`config.mk`:
```
export PLATFORM = sky130hd
export DESIGN_NAME = dm_cache_ctrl_flat
export DESIGN_NICKNAME = d
export VERILOG_FILES = /design/src/rtl/dm_cache_if.sv /design/src/rtl/dm_cache_ctrl.sv /design/src/flat_wrapper.sv
export SDC_FILE = /design/constraint.sdc
export NUM_CORES = 1
export LEC_CHECK = 0
export ABC_AREA = 1
export CORE_ASPECT_RATIO = 0.9
export CORE_MARGIN = 2
export CORE_UTILIZATION = 60
export CTS_CLUSTER_DIAMETER = 60
export CTS_CLUSTER_SIZE = 40
export DETAILED_ROUTE_END_ITERATION = 10
export HOLD_SLACK_MARGIN = 0.08
export PLACE_DENSITY = 0.8
export SYNTH_ARGS = -nofsm -noshare
export SYNTH_HDL_FRONTEND = slang
export SYNTH_SLANG_ARGS = --single-unit
```
`constraint.sdc`:
```
create_clock -name clk -period 12.29 [get_ports clk]
set_clock_uncertainty 0.15 [all_clocks]
set_input_delay 1.8435 -clock clk [delete_from_list [all_inputs] [get_ports clk]]
set_output_delay 1.8435 -clock clk [all_outputs]
set_load 0.005 [all_outputs]
```
`src/rtl/dm_cache_if.sv`:
```
// rtl/dm_cache_if.sv - CPU load/store port and ram handshake bundle for dm_cache_ctrl
interface dm_cache_if #(
  parameter int ADDR_W = 32
);
  logic              cpu_req;
  logic              cpu_wr;
  logic [ADDR_W-1:0] cpu_addr;
  logic [31:0]       cpu_wdata;
  logic              cpu_ready;
  logic              cpu_ack;
  logic [31:0]       cpu_rdata;

  logic [31:0]       mem_data;
  logic [ADDR_W-1:0] mem_addr;
  logic              mem_wr;
  logic              mem_response;
  logic [31:0]       mem_out;

  logic [15:0]       hit_cnt;
  logic [15:0]       miss_cnt;

  modport master (
    output cpu_req, cpu_wr, cpu_addr, cpu_wdata, mem_response, mem_out,
    input  cpu_ready, cpu_ack, cpu_rdata, mem_data, mem_addr, mem_wr, hit_cnt, miss_cnt
  );

  modport slave (
    input  cpu_req, cpu_wr, cpu_addr, cpu_wdata, mem_response, mem_out,
    output cpu_ready, cpu_ack, cpu_rdata, mem_data, mem_addr, mem_wr, hit_cnt, miss_cnt
  );
endinterface

```
`src/rtl/dm_cache_ctrl.sv`:
```
// rtl/dm_cache_ctrl.sv - direct-mapped write-through no-write-allocate cache controller
// Read hits are served locally; read misses and all stores go through the change-triggered ram handshake.
module dm_cache_ctrl #(
  parameter int LINES  = 16,
  parameter int ADDR_W = 32
) (
  input  logic       clk,
  input  logic       rst,
  dm_cache_if.slave  bus
);
  localparam int IDX_W = $clog2(LINES);
  localparam int TAG_W = ADDR_W - IDX_W;

  typedef enum logic [1:0] {IDLE, LOOKUP, MEM} state_t;

  state_t            state_q, state_d;
  logic              req_wr_q, req_wr_d;
  logic [ADDR_W-1:0] req_addr_q, req_addr_d;
  logic [31:0]       req_wdata_q, req_wdata_d;
  logic              hit_q, hit_d;
  logic              wait_q, wait_d;
  logic              cpu_ack_q, cpu_ack_d;
  logic [31:0]       cpu_rdata_q, cpu_rdata_d;
  logic [31:0]       mem_data_q, mem_data_d;
  logic [ADDR_W-1:0] mem_addr_q, mem_addr_d;
  logic              mem_wr_q, mem_wr_d;
  logic [15:0]       hit_cnt_q, hit_cnt_d;
  logic [15:0]       miss_cnt_q, miss_cnt_d;
  logic [LINES-1:0]  valid_q, valid_d;

  logic [TAG_W-1:0]  tag_arr_q  [LINES];
  logic [31:0]       data_arr_q [LINES];

  logic [IDX_W-1:0]  req_idx;
  logic [TAG_W-1:0]  req_tag;
  logic              lookup_hit;
  logic              arr_we;
  logic [31:0]       arr_wdata;

  assign req_idx    = req_addr_q[IDX_W-1:0];
  assign req_tag    = req_addr_q[ADDR_W-1:IDX_W];
  assign lookup_hit = valid_q[req_idx] && (tag_arr_q[req_idx] == req_tag);

  always_comb begin
    state_d     = state_q;
    req_wr_d    = req_wr_q;
    req_addr_d  = req_addr_q;
    req_wdata_d = req_wdata_q;
    hit_d       = hit_q;
    wait_d      = wait_q;
    cpu_ack_d   = 1'b0;
    cpu_rdata_d = cpu_rdata_q;
    mem_data_d  = mem_data_q;
    mem_addr_d  = mem_addr_q;
    mem_wr_d    = mem_wr_q;
    hit_cnt_d   = hit_cnt_q;
    miss_cnt_d  = miss_cnt_q;
    valid_d     = valid_q;
    arr_we      = 1'b0;
    arr_wdata   = req_wdata_q;

    case (state_q)
      IDLE: begin
        if (bus.cpu_req) begin
          req_wr_d    = bus.cpu_wr;
          req_addr_d  = bus.cpu_addr;
          req_wdata_d = bus.cpu_wdata;
          state_d     = LOOKUP;
        end
      end
      LOOKUP: begin
        hit_d = lookup_hit;
        if (lookup_hit) begin
          hit_cnt_d = (hit_cnt_q == 16'hFFFF) ? hit_cnt_q : hit_cnt_q + 16'd1;
        end else begin
          miss_cnt_d = (miss_cnt_q == 16'hFFFF) ? miss_cnt_q : miss_cnt_q + 16'd1;
        end
        if (!req_wr_q && lookup_hit) begin
          cpu_rdata_d = data_arr_q[req_idx];
          cpu_ack_d   = 1'b1;
          state_d     = IDLE;
        end else begin
          mem_addr_d = req_addr_q;
          mem_wr_d   = req_wr_q;
          mem_data_d = req_wr_q ? req_wdata_q : 32'd0;
          wait_d     = 1'b0;
          state_d    = MEM;
        end
      end
      MEM: begin
        wait_d = 1'b1;
        // response is stale until ram has seen at least two falling edges
        if (wait_q && bus.mem_response) begin
          cpu_ack_d = 1'b1;
          state_d   = IDLE;
          if (!req_wr_q) begin
            cpu_rdata_d      = bus.mem_out;
            valid_d[req_idx] = 1'b1;
            arr_we           = 1'b1;
            arr_wdata        = bus.mem_out;
          end else if (hit_q) begin
            arr_we = 1'b1;
          end
        end
      end
      default: state_d = IDLE;
    endcase
  end

  always_ff @(posedge clk or posedge rst) begin
    if (rst) begin
      state_q     <= IDLE;
      req_wr_q    <= 1'b0;
      req_addr_q  <= '0;
      req_wdata_q <= 32'd0;
      hit_q       <= 1'b0;
      wait_q      <= 1'b0;
      cpu_ack_q   <= 1'b0;
      cpu_rdata_q <= 32'd0;
      mem_data_q  <= 32'd0;
      mem_addr_q  <= '0;
      mem_wr_q    <= 1'b0;
      hit_cnt_q   <= 16'd0;
      miss_cnt_q  <= 16'd0;
      valid_q     <= '0;
    end else begin
      state_q     <= state_d;
      req_wr_q    <= req_wr_d;
      req_addr_q  <= req_addr_d;
      req_wdata_q <= req_wdata_d;
      hit_q       <= hit_d;
      wait_q      <= wait_d;
      cpu_ack_q   <= cpu_ack_d;
      cpu_rdata_q <= cpu_rdata_d;
      mem_data_q  <= mem_data_d;
      mem_addr_q  <= mem_addr_d;
      mem_wr_q    <= mem_wr_d;
      hit_cnt_q   <= hit_cnt_d;
      miss_cnt_q  <= miss_cnt_d;
      valid_q     <= valid_d;
    end
  end

  // Tag is rewritten on a write hit too; it is unchanged there, which keeps one write port.
  always_ff @(posedge clk) begin
    if (arr_we) begin
      tag_arr_q[req_idx]  <= req_tag;
      data_arr_q[req_idx] <= arr_wdata;
    end
  end

  assign bus.cpu_ready = (state_q == IDLE);
  assign bus.cpu_ack   = cpu_ack_q;
  assign bus.cpu_rdata = cpu_rdata_q;
  assign bus.mem_data  = mem_data_q;
  assign bus.mem_addr  = mem_addr_q;
  assign bus.mem_wr    = mem_wr_q;
  assign bus.hit_cnt   = hit_cnt_q;
  assign bus.miss_cnt  = miss_cnt_q;
endmodule

```
`src/flat_wrapper.sv`:
```
// flat-port wrapper written by rule: the top's interface ports become plain ports
module dm_cache_ctrl_flat 
#(
  parameter int LINES  = 16,
  parameter int ADDR_W = 32
)
  (clk, rst, bus_cpu_req, bus_cpu_wr, bus_cpu_addr, bus_cpu_wdata, bus_mem_response, bus_mem_out, bus_cpu_ready, bus_cpu_ack, bus_cpu_rdata, bus_mem_data, bus_mem_addr, bus_mem_wr, bus_hit_cnt, bus_miss_cnt);
  dm_cache_if #(.ADDR_W(ADDR_W)) bus_i ();
  input  logic clk;
  input  logic rst;
  input wire logic [$bits(bus_i.cpu_req)-1:0] bus_cpu_req;
  input wire logic [$bits(bus_i.cpu_wr)-1:0] bus_cpu_wr;
  input wire logic [$bits(bus_i.cpu_addr)-1:0] bus_cpu_addr;
  input wire logic [$bits(bus_i.cpu_wdata)-1:0] bus_cpu_wdata;
  input wire logic [$bits(bus_i.mem_response)-1:0] bus_mem_response;
  input wire logic [$bits(bus_i.mem_out)-1:0] bus_mem_out;
  output wire logic [$bits(bus_i.cpu_ready)-1:0] bus_cpu_ready;
  output wire logic [$bits(bus_i.cpu_ack)-1:0] bus_cpu_ack;
  output wire logic [$bits(bus_i.cpu_rdata)-1:0] bus_cpu_rdata;
  output wire logic [$bits(bus_i.mem_data)-1:0] bus_mem_data;
  output wire logic [$bits(bus_i.mem_addr)-1:0] bus_mem_addr;
  output wire logic [$bits(bus_i.mem_wr)-1:0] bus_mem_wr;
  output wire logic [$bits(bus_i.hit_cnt)-1:0] bus_hit_cnt;
  output wire logic [$bits(bus_i.miss_cnt)-1:0] bus_miss_cnt;
  assign bus_i.cpu_req = bus_cpu_req;
  assign bus_i.cpu_wr = bus_cpu_wr;
  assign bus_i.cpu_addr = bus_cpu_addr;
  assign bus_i.cpu_wdata = bus_cpu_wdata;
  assign bus_i.mem_response = bus_mem_response;
  assign bus_i.mem_out = bus_mem_out;
  assign bus_cpu_ready = bus_i.cpu_ready;
  assign bus_cpu_ack = bus_i.cpu_ack;
  assign bus_cpu_rdata = bus_i.cpu_rdata;
  assign bus_mem_data = bus_i.mem_data;
  assign bus_mem_addr = bus_i.mem_addr;
  assign bus_mem_wr = bus_i.mem_wr;
  assign bus_hit_cnt = bus_i.hit_cnt;
  assign bus_miss_cnt = bus_i.miss_cnt;
  dm_cache_ctrl #(.LINES(LINES), .ADDR_W(ADDR_W)) u_core (.clk(clk), .rst(rst), .bus(bus_i));
endmodule
```
==> impl_metrics.toml, run 1 <==
[global_routing]
grt_overflow = 0
grt_pass1_wl_um = 182600
grt_use_total_pct = 29.67
grt_pass1_vias = 30580
antenna_found_initial = 1
grt_max_degree = 115

[setup_path]
critPathBufInv = 5
start_kind = "flip-flop"
worstPathMaxFanout = 114
critical_path.startpoint = "u_core.req_addr_q[0]$_DFFE_PP0P_"
cp_slowest_stage_delay_ps = 910
cp-endpoint = "u_core.bus.cpu_rdata[31]$_DFFE_PP0P_"
slowest_stage = "dfrtp_4"
r2r_start = "u_core.req_addr_q[0]$_DFFE_PP0P_"
arrival_ps = 8060
cp_data_required_time_ps = 12710
worstSetupPathDepth = 22
r2r_end = "u_core.bus.cpu_rdata[31]$_DFFE_PP0P_"
crit_family = "simple AND/OR/NAND/NOR gates"
crit_path_cell_trace = "buf_4 > nand2_2 > inv_6 > buf_4 > nand2_1 > nand3_1 > nand2_1 > nand2_1 > nor2_1 > nand2_1 > nand2_1 > inv_1 > nand2_1 > nor2_1 > nand2_1 > nor2_1 > nand2_2 > nand2_4 > buf_4 > nand3_2 > nand2_1 > nand2_1"
endpoint_kind = "flip-flop"
critPathKind = "reg -> reg"
worst_r2r_path_depth = 22
cp_common_cell = "nand2_1"
r2r_setup_slack_ps = 4650

[power_and_ir_drop]
p_leak_nw = 19.93
ir_drop_uv = 155.2
total_power_mw = 12.17
p_per_area_nw_per_um2 = 230.8

[yosys]
synthXorXnorAreaFrac_pct = 0.5221
synth.top_cell.area_share_pct = 61.37
synth_compound_area_share_pct = 6.603
synth-warning-count = 0
ys_seq_area_share_pct = 72.83
synth_seq_cells = 1175
synth_top_family_by_area = "simple AND/OR/NAND/NOR gates"
syn_nets = 3990
syn_inst = 3884
synth-simple-area-share_pct = 15.52
synth_area_leaders = "edfxtp_1 (61%), nand2_1 (12%), dfrtp_1 (11%)"
synth.cell_area_um2 = 46970
synth.distinct_cells = 34
yosysTopAreaCell = "edfxtp_1"
avgSynthCellArea_um2 = 12.09
muxShareOfSynthArea_pct = 1.726
synth_adder_area_share_pct = 0.1332

[timing]
rsz0062_at_grt = "false"
fmax_mhz = 130.8
max_slew_margin_pct = 14.01
fin_crit_sh_pct = 62.19
worst_slew_pin_slew_ps = 1287
hold_viol = 0
whs_ps = 322.3
fin_setup_tns_ps = 0
period_needed_ps = 7643
setup_viol = 0
drv_slew = 0

[floorplanning]
die_y_um = 269.4
io_pins = 232
die-area_um2 = 80550
start_util_pct = 60.47
core_area_um2 = 77670
die_w_um = 298.9
placementRows = 97

[placement]
post-dp-hpwl_um = 65890
placed_area_um2 = 50300
port-buffer-count = 231
globalplace.congestion = 0.8281

[clocking]
post_cts_buffers = 0
clk_latency_ps = 700
clkTransAtPathRegs_ps = 120
cts_buffer_depth = 3
clock_sinks = 1175
cts_hold_buffers = 0
numCtsBuffers = 61
cts_max_level = 2
clockRootBuffer = "clkbuf_16"
post_cts_resized = 0
cts_tree = "yes"

[routing]
drt_wl_total_um = 120500
dr.pass1.iters = 7
viasPerCell = 6.112
drc = 0
vias = 31260
wl_per_cell_um = 23.57
final_antenna_net_count = 0
drtIter0Drc = 4270

[cells_and_area]
regArea_um2 = 34210
num_antenna_cells = 0
postLayoutCellArea_um2 = 52720
area_growth_pct = 12.23
nets = 4131
drive_above_1_share_pct = 6.969
multi_input_area_um2 = 11700
final_common_cell = "nand2_1"
fillers = 5260
mostFrequentLayoutCells = "nand2_1 (1495), edfxtp_1 (960), a22oi_1 (257)"

[min_path]
holdPathStages = 2
hp-class = "reg -> reg"

[status]
status = "finished clean"

[run]
max_cap_violations = 0
==> power breakdown <==
part           leakage, nW  internal [mW]  switching (mW)
logic                 7.52           1.28            2.68
clock network         1.14           1.14            1.46
registers             11.3           5.11           0.500
==> Yosys cell counts (all sizes together) <==
cell type / instances
dfrtp: 215
o31ai: 6
xnor2: 11
a21o: 4
nand2: 1504
a211oi: 3
edfxtp: 960
o21ai: 67
o21bai: 11
xor2: 17
nor4: 5
ha: 5
o22ai: 1
o21a: 1
mux2: 72
nand3: 137
a41oi: 26
inv: 85
clkbuf: 89
nand3b: 1
nand4: 44
a21oi: 83
a22oi: 257
nor3: 18
buf: 122
nor2: 140
==> worst register-to-register path: stages (launching register included) <==
cell and delay, ps:
dfrtp_4 910, buf_4 650, nand2_2 250, inv_6 710, buf_4 1110, nand2_1 140, nand3_1 120, nand2_1 50
nand2_1 70, nor2_1 50, nand2_1 50, nand2_1 60, inv_1 50, nand2_1 50, nor2_1 200, nand2_1 140
nor2_1 180, nand2_2 140, nand2_4 460, buf_4 670, nand3_2 940, nand2_1 330, nand2_1 80
==> state kept, by name (all words and copies together) (netlist names), 2 cells and up <==
signal                flops
u_core.tag_arr_q        448
u_core.valid_q           16
u_core.state_q            2
u_core.bus.cpu_rdata     32
u_core.bus.miss_cnt      16
u_core.req_addr_q        32
u_core.bus.hit_cnt       16
u_core.bus.mem_addr      32
u_core.req_wdata_q       32
u_core.data_arr_q       512
u_core.bus.mem_data      32
==> stage by stage <==
stage	worst slack, ps	utilization (%)	cells
2_1_floorplan	4417	-	3884
3_3_place_gp	4980	64.75	5001
3_5_place_dp	4834	64.75	5001
4_1_cts	4784	67.87	5114
5_1_grt	4272	67.87	5114
6_report	4647	67.87	5114
==> area by class of cell <==
cell class | instances | area share [%]
Tap cell | 1039 | 2.466
Clock buffer | 63 | 2.929
Clock inverter | 50 | 1.659
Sequential cell | 1175 | 64.90
Multi-Input combinational cell | 2413 | 22.19
Timing Repair Buffer | 289 | 5.212
Inverter | 85 | 0.6385
==> worst min-delay path by stage <==
| stage | start | endpoint | slack (ps) |
|---|---|---|---|
| 6_report | u_core.valid_q[1]$_DFFE_PP0P_ | u_core.valid_q[1]$_DFFE_PP0P_ | 320 |
| 5_1_grt | u_core.valid_q[7]$_DFFE_PP0P_ | u_core.valid_q[7]$_DFFE_PP0P_ | 340 |
| 4_1_cts | u_core.valid_q[1]$_DFFE_PP0P_ | u_core.valid_q[1]$_DFFE_PP0P_ | 320 |
| 3_5_place_dp | u_core.valid_q[1]$_DFFE_PP0P_ | u_core.valid_q[1]$_DFFE_PP0P_ | 290 |
| 3_3_place_gp | u_core.valid_q[13]$_DFFE_PP0P_ | u_core.valid_q[13]$_DFFE_PP0P_ | 280 |
| 2_1_floorplan | u_core.valid_q[13]$_DFFE_PP0P_ | u_core.valid_q[13]$_DFFE_PP0P_ | 270 |
==> layer usage <==
layer	wire, µm	global-route usage, %	up-vias
li1	-	-	13840
met1	45610	41.33	15170
met2	57800	47.88	1959
met3	12520	4.673	290
met4	4590	10.93	0
met5	0	0	-
==> cell families after synthesis <==
| kind of cell | count (synthesis) |
|---|---|
| flops | 1175 |
| fa+ha+maj | 5 |
| compound gates | 459 |
| buf+inv | 296 |
| simple gates | 1849 |
| mux | 72 |
| xor+xnor | 28 |
Power figures use the tool's default switching activity.
==> inputs of run 2 (changes only) <==
- clock period: 12.29 -> 7.2 ns (I/O delays scaled with it)
==> run 2 against run 1 <==
Combinational power up 76%. Utilization up 0.20 points. Sequential power up 70%. Non-clock buffer count up 12. Sequential cell count unchanged. Maximum frequency up 44%. Critical path depth down 4. Sequential share of layout area down 0.19 points. Total power up 72%.
==> impl_metrics.toml, run 2 (same netlist as run 1, synthesis figures left out) <==
[status]
status = "finished clean"

[timing]
setup_viol = 0
max_slew_margin_pct = 13.13
hold_viol = 0
worst_slew_pin_slew_ps = 1300
drv_slew = 0
fin_crit_sh_pct = 73.66
period_needed_ps = 5304
whs_ps = 316.9
fmax_mhz = 188.5
worst_slack_ps = 1896
rsz0062_at_grt = "false"
fin_setup_tns_ps = 0

[setup_path]
cp_slowest_stage_delay_ps = 900
endpoint_kind = "flip-flop"
critPathKind = "reg -> reg"
crit_family = "simple AND/OR/NAND/NOR gates"
worstPathMaxFanout = 35
r2r_setup_slack_ps = 1900
cp_common_cell = "nand2_1"
start_kind = "flip-flop"
critPathBufInv = 3
worst_r2r_path_depth = 18
crit_path_cell_trace = "nand2_1 > inv_2 > buf_4 > nand2_1 > nand2_1 > nor2_1 > nand2_1 > nand2_1 > inv_1 > nand2_1 > nor2_1 > nand2_1 > nor2_1 > nand2_2 > nand2_4 > nand3_2 > nand2_1 > nand2_1"
slowest_stage = "nand3_2"
worstSetupPathDepth = 18
cp_data_required_time_ps = 7590
arrival_ps = 5700

[routing]
vias = 31740
drc = 0
drt_wl_total_um = 122800
final_antenna_net_count = 0
viasPerCell = 6.184
dr.pass1.iters = 8
drtIter0Drc = 4608
wl_per_cell_um = 23.92

[cells_and_area]
nets = 4148
postLayoutCellArea_um2 = 52870
fillers = 5312
reg_top3 = "u_core.data_arr_q (512), u_core.tag_arr_q (448)"
stdcell_count = 5133
mostFrequentLayoutCells = "nand2_1 (1495), edfxtp_1 (960), a22oi_1 (257)"
largest_reg_flops = 512
final_common_cell = "nand2_1"
drive_above_1_share_pct = 7.426
largest-register = "u_core.data_arr_q"
num_antenna_cells = 0
regArea_um2 = 34210
area_growth_pct = 12.56
multi_input_area_um2 = 11700
final_util_pct = 68.07

[power_and_ir_drop]
switching_share_pct = 38.15
p_seq_share_pct = 45.4
share_comb_of_total_power_pct = 33.2
p_switching_mw = 7.994
p_leak_nw = 20.04
total_power_mw = 20.95
p_per_area_nw_per_um2 = 396.3
ir_drop_uv = 291.2
p_int_mw = 12.96
p_clk_share_pct = 21.4

[run]
max_cap_violations = 0

[global_routing]
antenna_found_initial = 2
grt_use_total_pct = 30.11
grt_overflow = 0
grt_pass1_vias = 30740
grt_pass1_wl_um = 184700
grt_max_degree = 100

[placement]
globalplace.congestion = 0.8468
port-buffer-count = 231
placedCellCount = 5013
pre_cts_slack_ps = 2169
placed_area_um2 = 50450
post-dp-hpwl_um = 68370

[clocking]
clockRootBuffer = "clkbuf_16"
clkTransAtPathRegs_ps = 110
numCtsBuffers = 66
cts_buffer_depth = 3
cts_hold_buffers = 0
post_cts_resized = 0
post_cts_buffers = 0
cts_tree = "yes"
clk_latency_ps = 660
cts_max_level = 3
clock_sinks = 1175

[floorplanning]
start_util_pct = 60.47
io_pins = 232
placementRows = 97
core_area_um2 = 77670
die_y_um = 269.4
die-area_um2 = 80550
die_w_um = 298.9

[min_path]
hp-class = "reg -> reg"
holdPathStages = 2
[run 2: cell types whose count changed in the layout (fill, tap and decap cells not counted), sizes merged]
cell      before  now
clkinvlp       3    4
inv          105  114
clkinv        22   13
buf           58   70
bufinv         5    2
clkbuf        63   72
[run 2: cell type report]
cell class | instances | area share, %
sequential | 1175 | 64.71
multi-input combinational | 2413 | 22.13
timing repair buffer | 301 | 5.486
clock buffer | 72 | 3.346
tap | 1039 | 2.459
clock inverter | 48 | 1.233
inverter | 85 | 0.6366
[run 2: power groups by stage]
| stage | Combinational (mW) | Clock [mW] | Sequential [mW] |
|---|---|---|---|
| floorplan | 4.34 | 0 | 9.31 |
| detailed placement | 6.77 | 0 | 9.63 |
| global route | 7.54 | 4.74 | 9.59 |
| CTS | 6.82 | 4.50 | 9.49 |
| finish | 6.95 | 4.49 | 9.51 |
| global placement | 6.57 | 0 | 9.62 |
[run 2: layer usage]
layer,global-route usage [%],up-vias,share of wire [%]
li1,-,13890,-
met4,11.25,2,3.9
met3,5.906,318,11
met2,48.23,2199,48
met5,0,-,0.011
met1,41.37,15340,37
[run 2: path summary, 6_finish.rpt]
kind,endpoint,from
setup / recovery,u_core.bus.cpu_rdata[24]$_DFFE_PP0P_,u_core.req_addr_q[3]$_DFFE_PP0P_
max in group asynchronous,u_core.bus.mem_data[5]$_DFFE_PP0N_,rst
min in group asynchronous,u_core.bus.cpu_rdata[13]$_DFFE_PP0P_,rst
setup reg to reg,u_core.bus.cpu_rdata[24]$_DFFE_PP0P_,u_core.req_addr_q[3]$_DFFE_PP0P_
hold / removal,u_core.valid_q[11]$_DFFE_PP0P_,u_core.valid_q[11]$_DFFE_PP0P_
hold reg to reg,u_core.valid_q[11]$_DFFE_PP0P_,u_core.valid_q[11]$_DFFE_PP0P_
[run 2: worst min-delay path, delay by kind of cell (launching register included)]
family                 cells  cell delay [ps]
AOI/OAI and AO/OA          1               60
DFF                        1              330
buffers and inverters      1               40
